<file path="src/rtl/picture_blitter.sv">
// picture_blitter: streams a stored full-screen picture from an external ROM port into
// the VGA adapter write port, once or in a loop; passes game-logic writes through when idle.
module picture_blitter #(
    parameter int unsigned H_RES    = 160,
    parameter int unsigned V_RES    = 120,
    parameter int unsigned X_W      = 8,
    parameter int unsigned Y_W      = 7,
    parameter int unsigned COLOUR_W = 3,
    parameter int unsigned NUM_PIC  = 3,
    parameter int unsigned PIC_W    = 2,
    parameter int unsigned ADDR_W   = 15,
    parameter int unsigned ROM_LAT  = 1
) (
    input  logic                clk50M,
    input  logic                rst,
    input  logic                start,
    input  logic [PIC_W-1:0]    pic_sel,
    input  logic                loop_en,
    input  logic                stop,
    input  logic [X_W-1:0]      x_in,
    input  logic [Y_W-1:0]      y_in,
    input  logic [COLOUR_W-1:0] colour_in,
    input  logic                writeEn_in,
    output logic [PIC_W-1:0]    rom_pic,
    output logic [ADDR_W-1:0]   rom_addr,
    input  logic [COLOUR_W-1:0] rom_data,
    output logic [X_W-1:0]      x_out,
    output logic [Y_W-1:0]      y_out,
    output logic [COLOUR_W-1:0] colour_out,
    output logic                writeEn_out,
    output logic                busy,
    output logic                done,
    output logic                err
);

    // Refuse to elaborate with parameters that would truncate counters or the pipeline.
    if ((H_RES > (2 ** X_W)) || (V_RES > (2 ** Y_W)) || ((H_RES * V_RES) > (2 ** ADDR_W)) ||
        (NUM_PIC > (2 ** PIC_W)) || (ROM_LAT < 1) || (ROM_LAT > 4)) begin : g_bad_params
        $error("picture_blitter: inconsistent parameters");
    end

    localparam logic [X_W-1:0] X_LAST     = X_W'(H_RES - 1);
    localparam logic [Y_W-1:0] Y_LAST     = Y_W'(V_RES - 1);
    // Drain covers the ROM_LAT pipeline stages plus the registered output stage.
    localparam logic [2:0]     DRAIN_LAST = 3'(ROM_LAT);

    typedef enum logic [1:0] {
        StIdle,
        StFetch,
        StDrain
    } state_t;

    state_t             state;
    logic               loop_q;
    logic [X_W-1:0]     x_cnt;
    logic [Y_W-1:0]     y_cnt;
    logic [2:0]         drain_cnt;
    logic               pic_ok;

    logic [X_W-1:0]     pipe_x [ROM_LAT];
    logic [Y_W-1:0]     pipe_y [ROM_LAT];
    logic [ROM_LAT-1:0] pipe_v;

    logic [X_W-1:0]     blit_x;
    logic [Y_W-1:0]     blit_y;
    logic [COLOUR_W-1:0] blit_c;
    logic               blit_we;

    assign pic_ok = (32'(pic_sel) < NUM_PIC);
    assign busy   = (state != StIdle);

    // Control FSM: request acceptance, raster address generation, drain and status pulses.
    always_ff @(posedge clk50M) begin
        if (rst) begin
            state     <= StIdle;
            loop_q    <= 1'b0;
            x_cnt     <= '0;
            y_cnt     <= '0;
            rom_addr  <= '0;
            rom_pic   <= '0;
            drain_cnt <= '0;
            done      <= 1'b0;
            err       <= 1'b0;
        end else begin
            done <= 1'b0;
            err  <= 1'b0;
            unique case (state)
                StIdle: begin
                    if (start) begin
                        if (pic_ok) begin
                            state    <= StFetch;
                            rom_pic  <= pic_sel;
                            loop_q   <= loop_en;
                            rom_addr <= '0;
                            x_cnt    <= '0;
                            y_cnt    <= '0;
                        end else begin
                            err <= 1'b1;
                        end
                    end
                end
                StFetch: begin
                    if (stop) begin
                        state     <= StDrain;
                        drain_cnt <= '0;
                    end else if (x_cnt == X_LAST) begin
                        x_cnt <= '0;
                        if (y_cnt == Y_LAST) begin
                            if (loop_q) begin
                                y_cnt    <= '0;
                                rom_addr <= '0;
                            end else begin
                                state     <= StDrain;
                                drain_cnt <= '0;
                            end
                        end else begin
                            y_cnt    <= y_cnt + 1'b1;
                            rom_addr <= rom_addr + 1'b1;
                        end
                    end else begin
                        x_cnt    <= x_cnt + 1'b1;
                        rom_addr <= rom_addr + 1'b1;
                    end
                end
                StDrain: begin
                    if (drain_cnt == DRAIN_LAST) begin
                        state <= StIdle;
                        done  <= 1'b1;
                    end else begin
                        drain_cnt <= drain_cnt + 1'b1;
                    end
                end
                default: state <= StIdle;
            endcase
        end
    end

    // Coordinate pipeline matching ROM latency, then a registered write stage.
    always_ff @(posedge clk50M) begin
        if (rst) begin
            for (int unsigned i = 0; i < ROM_LAT; i++) begin
                pipe_x[i] <= '0;
                pipe_y[i] <= '0;
            end
            pipe_v  <= '0;
            blit_x  <= '0;
            blit_y  <= '0;
            blit_c  <= '0;
            blit_we <= 1'b0;
        end else begin
            pipe_x[0] <= x_cnt;
            pipe_y[0] <= y_cnt;
            pipe_v[0] <= (state == StFetch);
            for (int unsigned i = 1; i < ROM_LAT; i++) begin
                pipe_x[i] <= pipe_x[i-1];
                pipe_y[i] <= pipe_y[i-1];
                pipe_v[i] <= pipe_v[i-1];
            end
            blit_x  <= pipe_x[ROM_LAT-1];
            blit_y  <= pipe_y[ROM_LAT-1];
            blit_c  <= rom_data;
            blit_we <= pipe_v[ROM_LAT-1];
        end
    end

    // Write-port mux: the blit owns the port while busy; game writes are dropped then.
    always_comb begin
        x_out       = x_in;
        y_out       = y_in;
        colour_out  = colour_in;
        writeEn_out = writeEn_in;
        if (busy) begin
            x_out       = blit_x;
            y_out       = blit_y;
            colour_out  = blit_c;
            writeEn_out = blit_we;
        end
    end

endmodule

</file>
<file path="config.mk">
export PLATFORM = sky130hd
export DESIGN_NAME = picture_blitter
export DESIGN_NICKNAME = d
export VERILOG_FILES = /design/src/rtl/picture_blitter.sv
export SDC_FILE = /design/constraint.sdc
export NUM_CORES = 1
export LEC_CHECK = 0
export ABC_CLOCK_PERIOD_IN_PS = 2300
export CAP_MARGIN = 10
export CORE_UTILIZATION = 51
export CTS_BUF_LIST = sky130_fd_sc_hd__clkbuf_8
export CTS_CLUSTER_DIAMETER = 40
export CTS_CLUSTER_SIZE = 40
export DETAILED_ROUTE_END_ITERATION = 6
export PLACE_DENSITY_LB_ADDON = 0.25
export SLEW_MARGIN = 15
export SYNTH_ARGS = -nofsm -noshare
export SYNTH_HDL_FRONTEND = slang
export SYNTH_SLANG_ARGS = --single-unit
</file>
<file path="constraint.sdc">
create_clock -name clk50M -period 2.3 [get_ports clk50M]
set_input_delay 0.46 -clock clk50M [delete_from_list [all_inputs] [get_ports clk50M]]
set_output_delay 0.46 -clock clk50M [all_outputs]
set_load 0.03 [all_outputs]
</file>
==> run summary, run 1 <==
status: finished, final reports clean
dominant synthesized flop cell: dfxtp_1
gp weighted congestion: 0.911
share of flip-flops with an asynchronous set or reset: 0%
Final Instance Area: 4350 sq um
Rel. slew slack: 65.5%
DRC viols: 0
global-route wire length before repair: 11200 um
Seq/Total Area, Yosys: 47.1%
Sink Count: 75
max cap viols: 0
antenna violations before repair: 0
Worst-Margin Slew: 517 ps
Power Dens Cells: 673 nW/um^2
Core Rows: 28
final WL: 6770 um
die width: 81.1 um
Yosys cell types: 57
Total GRT Usage: 22.3%
Core Area: 5990 sq um
boundary pin count: 68
worst skew pair latency: 330 ps
number of synthesized flops with an enable pin: 0
placed cell area: 4140 sq um
Worst path max stage delay: 480 ps
R2R setup slack: 200 ps
# port buffers: 67
Worst EP arrival: 2470 ps
Min-Delay Path Class: flop to flop
placed cell count: 492
Die Ht: 81.1 um
final core occ: 72.6%
H-tree Lvls: 3
Nets: 462
switching power: 741 uW
CP max FO: 9
area used by multi-input combinational logic: 1570 sq um
ratio of cells with drive above 1 in the final layout: 18.7%
setup violators final: 0
Critical Path RT: 2570 ps
HPWL after detailed placement: 4850 um
final hold vios: 0
Die ar.: 6580 sq um
worst path bufs/invs: 1
first-pass iteration count of the detailed router: 4
Root Buffer Master: clkbuf_8
Cells after Synth: 334
max-slew violations: 0
Period Utilization, post-route: 95.9%
switching share of power: 25.4%
startpoint types: primary input
Syn Nets: 368
synthesis-to-layout area growth: 36.2%
leakage: 0.00168 uW
synth warn: 0
slowest CP cell: clkdlybuf4s50_1
largest net degree at the start of global routing: 29
#FFs+latches synth: 75
WS Path Type: primary input to flop
critical-path cell list: clkdlybuf4s50_1, or3b_1, or3b_1, o31a_1, or4_1, a21oi_1
Initial Util: 53.3%
# fillers: 453
Vias/cell: 5.38
Num CTS Buffers: 9
number of diodes: 0
Cell Count, Final, Fillers Out: 508
Reg power frac: 45.5%
Crit. End Element: flop
post-route ant nets: 0
CTS Buffer Depth: 2
CTS tree: built
Via Count: 2732
cell mode on critical path: or3b_1
wire per inst: 13.3 um
Clk pwr share: 37.9%
grt ovf: 0
1st-iter DRT viols: 154
mapped cell area: 3190 sq um
RSZ-0062 raised after global routing: no
Worst Skew: 7.79 ps
clk slew on worst S/H paths: 80 ps
hold_buf cts: 0
Logic pwr share: 16.7%
Internal: 2180 uW
vias in the first global route: 2583
CP top delay family: simple AND/OR/NAND/NOR gates
Tmin final: 2210 ps
Peak VDD IR: 0.326 mV
sequential cell area: 1500 sq um
highest clock rate: 454 MHz
Synth Area per Inst: 9.55 sq um
==> sequential cells by signal, summed over array words and instances (netlist names), 7 cells and up <==
register and count:
blit_x 8, x_cnt 8, rom_addr 15, pipe_x 8, blit_y 7, y_cnt 7
pipe_y 7
==> Yosys cell counts (2+ instances only) <==
| master | number | area share (%) |
|---|---|---|
| or3b_1 | 4 | 1.1 |
| or2_2 | 2 | 0.39 |
| buf_1 | 2 | 0.24 |
| or3_1 | 7 | 1.4 |
| mux2i_1 | 6 | 1.9 |
| buf_6 | 2 | 0.71 |
| dfxtp_1 | 75 | 47 |
| o31ai_1 | 10 | 2.4 |
| nor2_1 | 26 | 3.1 |
| nand3_1 | 8 | 1.3 |
| xnor2_1 | 3 | 0.82 |
| mux2_2 | 19 | 6.7 |
| a211oi_1 | 2 | 0.47 |
| nand2b_1 | 5 | 0.98 |
| inv_1 | 9 | 1.1 |
| ha_1 | 5 | 2.0 |
| and3_1 | 3 | 0.59 |
| nand2_1 | 12 | 1.4 |
| clkbuf_1 | 10 | 1.2 |
| nor3_1 | 4 | 0.63 |
| nor2b_1 | 33 | 6.5 |
| or4_1 | 9 | 2.1 |
| buf_2 | 3 | 0.47 |
| nand4_1 | 6 | 1.2 |
| a21oi_1 | 24 | 3.8 |
| o21ai_0 | 11 | 1.7 |
| nor4b_1 | 4 | 1.1 |
==> power groups by stage <==
stage | Combinational (uW) | Clock (uW) | Sequential (uW)
2_1_floorplan | 281 | 0 | 1370
3_3_place_gp | 506 | 0 | 1360
3_5_place_dp | 515 | 0 | 1360
4_1_cts | 490 | 1130 | 1330
5_1_grt | 528 | 1200 | 1330
6_report | 487 | 1110 | 1330
==> worst paths after layout <==
check | startpoint | to | cells past startpoint
max | start | rom_addr[14]$_SDFFE_PP0P_ | 6
min | pipe_x[0][6]$_SDFF_PP0_ | blit_x[6]$_SDFF_PP0_ | 1
max reg2reg | state[1]$_SDFFE_PP0P_ | rom_addr[14]$_SDFFE_PP0P_ | 6
min reg2reg | pipe_x[0][6]$_SDFF_PP0_ | blit_x[6]$_SDFF_PP0_ | 1
==> what timing repair did <==
item,4_1_cts,5_1_grt
buffers inserted,0,0
setup endpoints to repair,19,1
resized for setup,19,1
==> layout by cell type (no fill, tap or decap), drive strengths merged, types with 3 or more instances in the layout <==
cell,netlist,layout
inv,9,9
nor2,27,27
ha,5,5
mux2,19,19
and3,3,3
clkdlybuf4s50,0,47
nand2,12,12
buf,8,35
nor2b,33,33
nor4b,4,4
a21oi,25,25
o31ai,10,10
xnor2,3,3
nand3,8,8
nor3,4,4
or3b,5,5
nand4,6,6
dfxtp,75,75
nand2b,5,5
mux2i,6,6
a211oi,3,3
o21ai,11,11
or2,4,4
or3,7,7
or4,9,9
clkbuf,10,10
dlygate4sd2,0,19
==> per-stage QoR <==
stage	total power, uW	TNS (ps)	hold slack (ps)	setup slack, ps
4_1_cts	2940	0	443	91.4
3_5_place_dp	1870	-1180	426	-255
6_report	2920	0	441	94.9
5_1_grt	3060	0	457	33.8
2_1_floorplan	1650	0	414	337
3_3_place_gp	1860	-633	419	-174
==> metal layers <==
layer  up-vias  global-route usage, %  routed length, um
li1       1375                      -                  -
met1      1260                   26.4               3010
met2        89                   37.6               3290
met3         8                   5.51                369
met4         0                   10.5                 97
met5         -                      0                  0
==> logic make-up after synthesis <==
family,count (synthesis),synth area share (%)
simple gates,138,25.5
flops,75,47.1
compound gates,60,11.9
buf+inv,27,3.88
mux,25,8.59
fa+ha+maj,5,1.96
xor+xnor,4,1.10
==> final cells by class <==
cell class / instances / share of cell area (%)
Clock buffer: 10 / 3.17
Inverter: 9 / 0.777
Timing Repair Buffer: 101 / 21.2
Sequential cell: 75 / 34.5
Multi-Input combinational cell: 232 / 36.1
Clock inverter: 6 / 2.04
Tap cell: 75 / 2.16
(Power assumes the default switching activity.)
==> run 2, diff against run 1 <==
--- a/config.mk
+++ b/config.mk
@@ -7,6 +7,7 @@
 export LEC_CHECK = 0
 export ABC_CLOCK_PERIOD_IN_PS = 2300
 export CAP_MARGIN = 10
+export CORE_ASPECT_RATIO = 2
 export CORE_UTILIZATION = 51
 export CTS_BUF_LIST = sky130_fd_sc_hd__clkbuf_8
 export CTS_CLUSTER_DIAMETER = 40
@@ -17,3 +18,4 @@
 export SYNTH_ARGS = -nofsm -noshare
 export SYNTH_HDL_FRONTEND = slang
 export SYNTH_SLANG_ARGS = --single-unit
+export TNS_END_PERCENT = 20
==> run 2 against run 1 <==
Critical endpoint unchanged. Global-route usage decreased by 0.80 points. Sequential cell count unchanged. Critical path depth unchanged. Non-clock buffer count decreased by 3. First-iteration DRC count decreased by 62%. Count of clock-buffer cells in the layout unchanged. Cell area decreased by 1.2%. The flow now finishes with violations (DRC). Routed wire length decreased by 2.3%. Highest routed layer unchanged. Largest cell class unchanged. Via count decreased by 0.33%. Largest power group unchanged. Die area increased by 0.29%.
==> run summary, run 2 (synthesis gave the netlist of run 1 again) <==
Min-Delay Path Class: flop to flop (unchanged)
WS Path Type: primary input to flop (unchanged)
leakage: 0.00167 uW (was 0.00168 uW)
Nets: 459 (was 462)
Reg2Reg Launch Point: state[1]$_SDFFE_PP0P_ (unchanged)
1st-iter DRT viols: 59 (was 154)
Tmin final: 2220 ps (was 2210 ps)
worst r2r dst: rom_addr[14]$_SDFFE_PP0P_ (unchanged)
wire per inst: 13.4 um (was 13.3 um)
antenna violations before repair: 0 (unchanged)
failing checks: DRC
Critical Path RT: 2570 ps (about the same)
final WL: 6610 um (was 6770 um)
most frequent cells in the layout: dfxtp_1 (75), clkdlybuf4s50_1 (47), nor2b_1 (33), buf_4 (29), nor2_1 (25) (was dfxtp_1 (75), clkdlybuf4s50_1 (47), nor2b_1 (33), buf_4 (32), nor2_1 (25))
boundary pin count: 68 (unchanged)
length of routed met2 wiring: 3490 um (was 3290 um)
worst skew pair latency: 350 ps (was 330 ps)
final hold vios: 0 (unchanged)
Initial Util: 53.1% (was 53.3%)
Worst-Margin Slew: 401 ps (was 517 ps)
startpoint types: primary input (unchanged)
post-route ant nets: 0 (unchanged)
HPWL after detailed placement: 4870 um (was 4850 um)
Peak VDD IR: 0.736 mV (was 0.326 mV)
ratio of cells with drive above 1 in the final layout: 17.5% (was 18.7%)
grt ovf: 0 (unchanged)
Hold Path Stages: 1 (unchanged)
setup bufs post-CTS: 0 (unchanged)
uppermost layer routed: met4 (unchanged)
M1 WL: 2520 um (was 3010 um)
CP max FO: 10 (was 9)
Period Utilization, post-route: 96.4% (was 95.9%)
Root Buffer Master: clkbuf_8 (unchanged)
Most flops, register: rom_addr (unchanged)
hold_buf cts: 0 (unchanged)
CTS Buffer Depth: 2 (unchanged)
clk slew on worst S/H paths: 70 ps (was 80 ps)
Core Area: 6010 sq um (was 5990 sq um)
Crit. End Element: flop (unchanged)
Hold Slack: 434 ps (was 441 ps)
# port buffers: 67 (unchanged)
max cap viols: 0 (unchanged)
Via Count: 2723 (was 2732)
H-tree Lvls: 3 (unchanged)
synthesis-to-layout area growth: 34.6% (was 36.2%)
status: finished with violations (was finished, final reports clean)
most common cell after layout, fill and taps aside: dfxtp_1 (unchanged)
min-delay src: pipe_x[0][3]$_SDFF_PP0_ (was pipe_x[0][6]$_SDFF_PP0_)
first-pass iteration count of the detailed router: 6 (was 4)
final core occ: 71.5% (was 72.6%)
Worst Skew: 5.91 ps (was 7.79 ps)
Met3 Wirelength: 320 um (was 369 um)
Worst EP arrival: 2490 ps (was 2470 ps)
highest clock rate: 451 MHz (was 454 MHz)
Die Ht: 114 um (was 81.1 um)
gp weighted congestion: 0.804 (was 0.911)
CTS tree: built (unchanged)
Hold Path End: blit_x[3]$_SDFF_PP0_ (was blit_x[6]$_SDFF_PP0_)
max-slew violations: 0 (unchanged)
Rel. slew slack: 73.2% (was 65.5%)
RSZ-0062 raised after global routing: no (unchanged)
# fillers: 476 (was 453)
vias in the first global route: 2610 (was 2583)
Vias/cell: 5.53 (was 5.38)
largest net degree at the start of global routing: 25 (was 29)
global-route wire length before repair: 10900 um (was 11200 um)
number of diodes: 0 (unchanged)
max FFs per register: 15 (unchanged)
Critical Path Source: start (unchanged)
DRC viols: 9 (was 0)
R2R depth: 6 (unchanged)
setup violators final: 0 (unchanged)
Total GRT Usage: 21.5% (was 22.3%)
R2R setup slack: 160 ps (was 200 ps)
Sink Count: 75 (unchanged)
Num CTS Buffers: 9 (unchanged)
Core Rows: 40 (was 28)
die width: 57.9 um (was 81.1 um)
Die ar.: 6600 sq um (was 6580 sq um)
Power Dens Cells: 670 nW/um^2 (was 673 nW/um^2)
[run 2: area by class of cell]
type	count	area [sq um]	share of cell area, %
timing repair buffer	98	900	20.9
tap	63	78.8	1.84
multi-input combinational	232	1570	36.6
inverter	9	33.8	0.787
clock inverter	5	71.3	1.66
clock buffer	10	138	3.21
sequential	75	1500	35.0
[run 2: report_power, final]
part           switching, uW  total (uW)  internal, uW
Combinational            263         492           230
Sequential              11.2        1330          1320
Clock                    434        1060           623
[run 2: per-layer routing]
metal | vias to the layer above | GRT usage [%]
met1 | 1257 | 19.2
li1 | 1375 | -
met5 | - | 0
met3 | 18 | 6.24
met4 | 0 | 13.7
met2 | 73 | 40.0
[run 2: timing repair]
| item | CTS | global route |
|---|---|---|
| pin swaps | 0 | 2 |
| endpoints found under the setup margin | 19 | 17 |
| resized for setup | 19 | 2 |
[run 2: worst max-delay path, cell delays in order]
cell             delay, ps
clkdlybuf4s50_1        470
or3b_1                 370
or3b_1                 390
o31a_1                 200
or4_1                  440
a21oi_1                170
[run 2: worst max-delay path by stage]
stage,end
global placement,rom_addr[14]$_SDFFE_PP0P_
finish,rom_addr[14]$_SDFFE_PP0P_
CTS,writeEn_out
detailed placement,rom_addr[14]$_SDFFE_PP0P_
floorplan,rom_addr[10]$_SDFFE_PP0P_
global route,y_cnt[5]$_SDFFE_PP0P_
[run 2: per-stage QoR]
stage	instances	area (sq um)	worst slack [ps]	power, uW	TNS [ps]
3_5_place_dp	477	4110	-255	1880	-1030
3_3_place_gp	477	4110	-192	1870	-708
4_1_cts	492	4290	69.8	2920	0
2_1_floorplan	334	3190	337	1650	0
5_1_grt	492	4290	13.4	3000	0
6_report	492	4290	82.5	2880	0
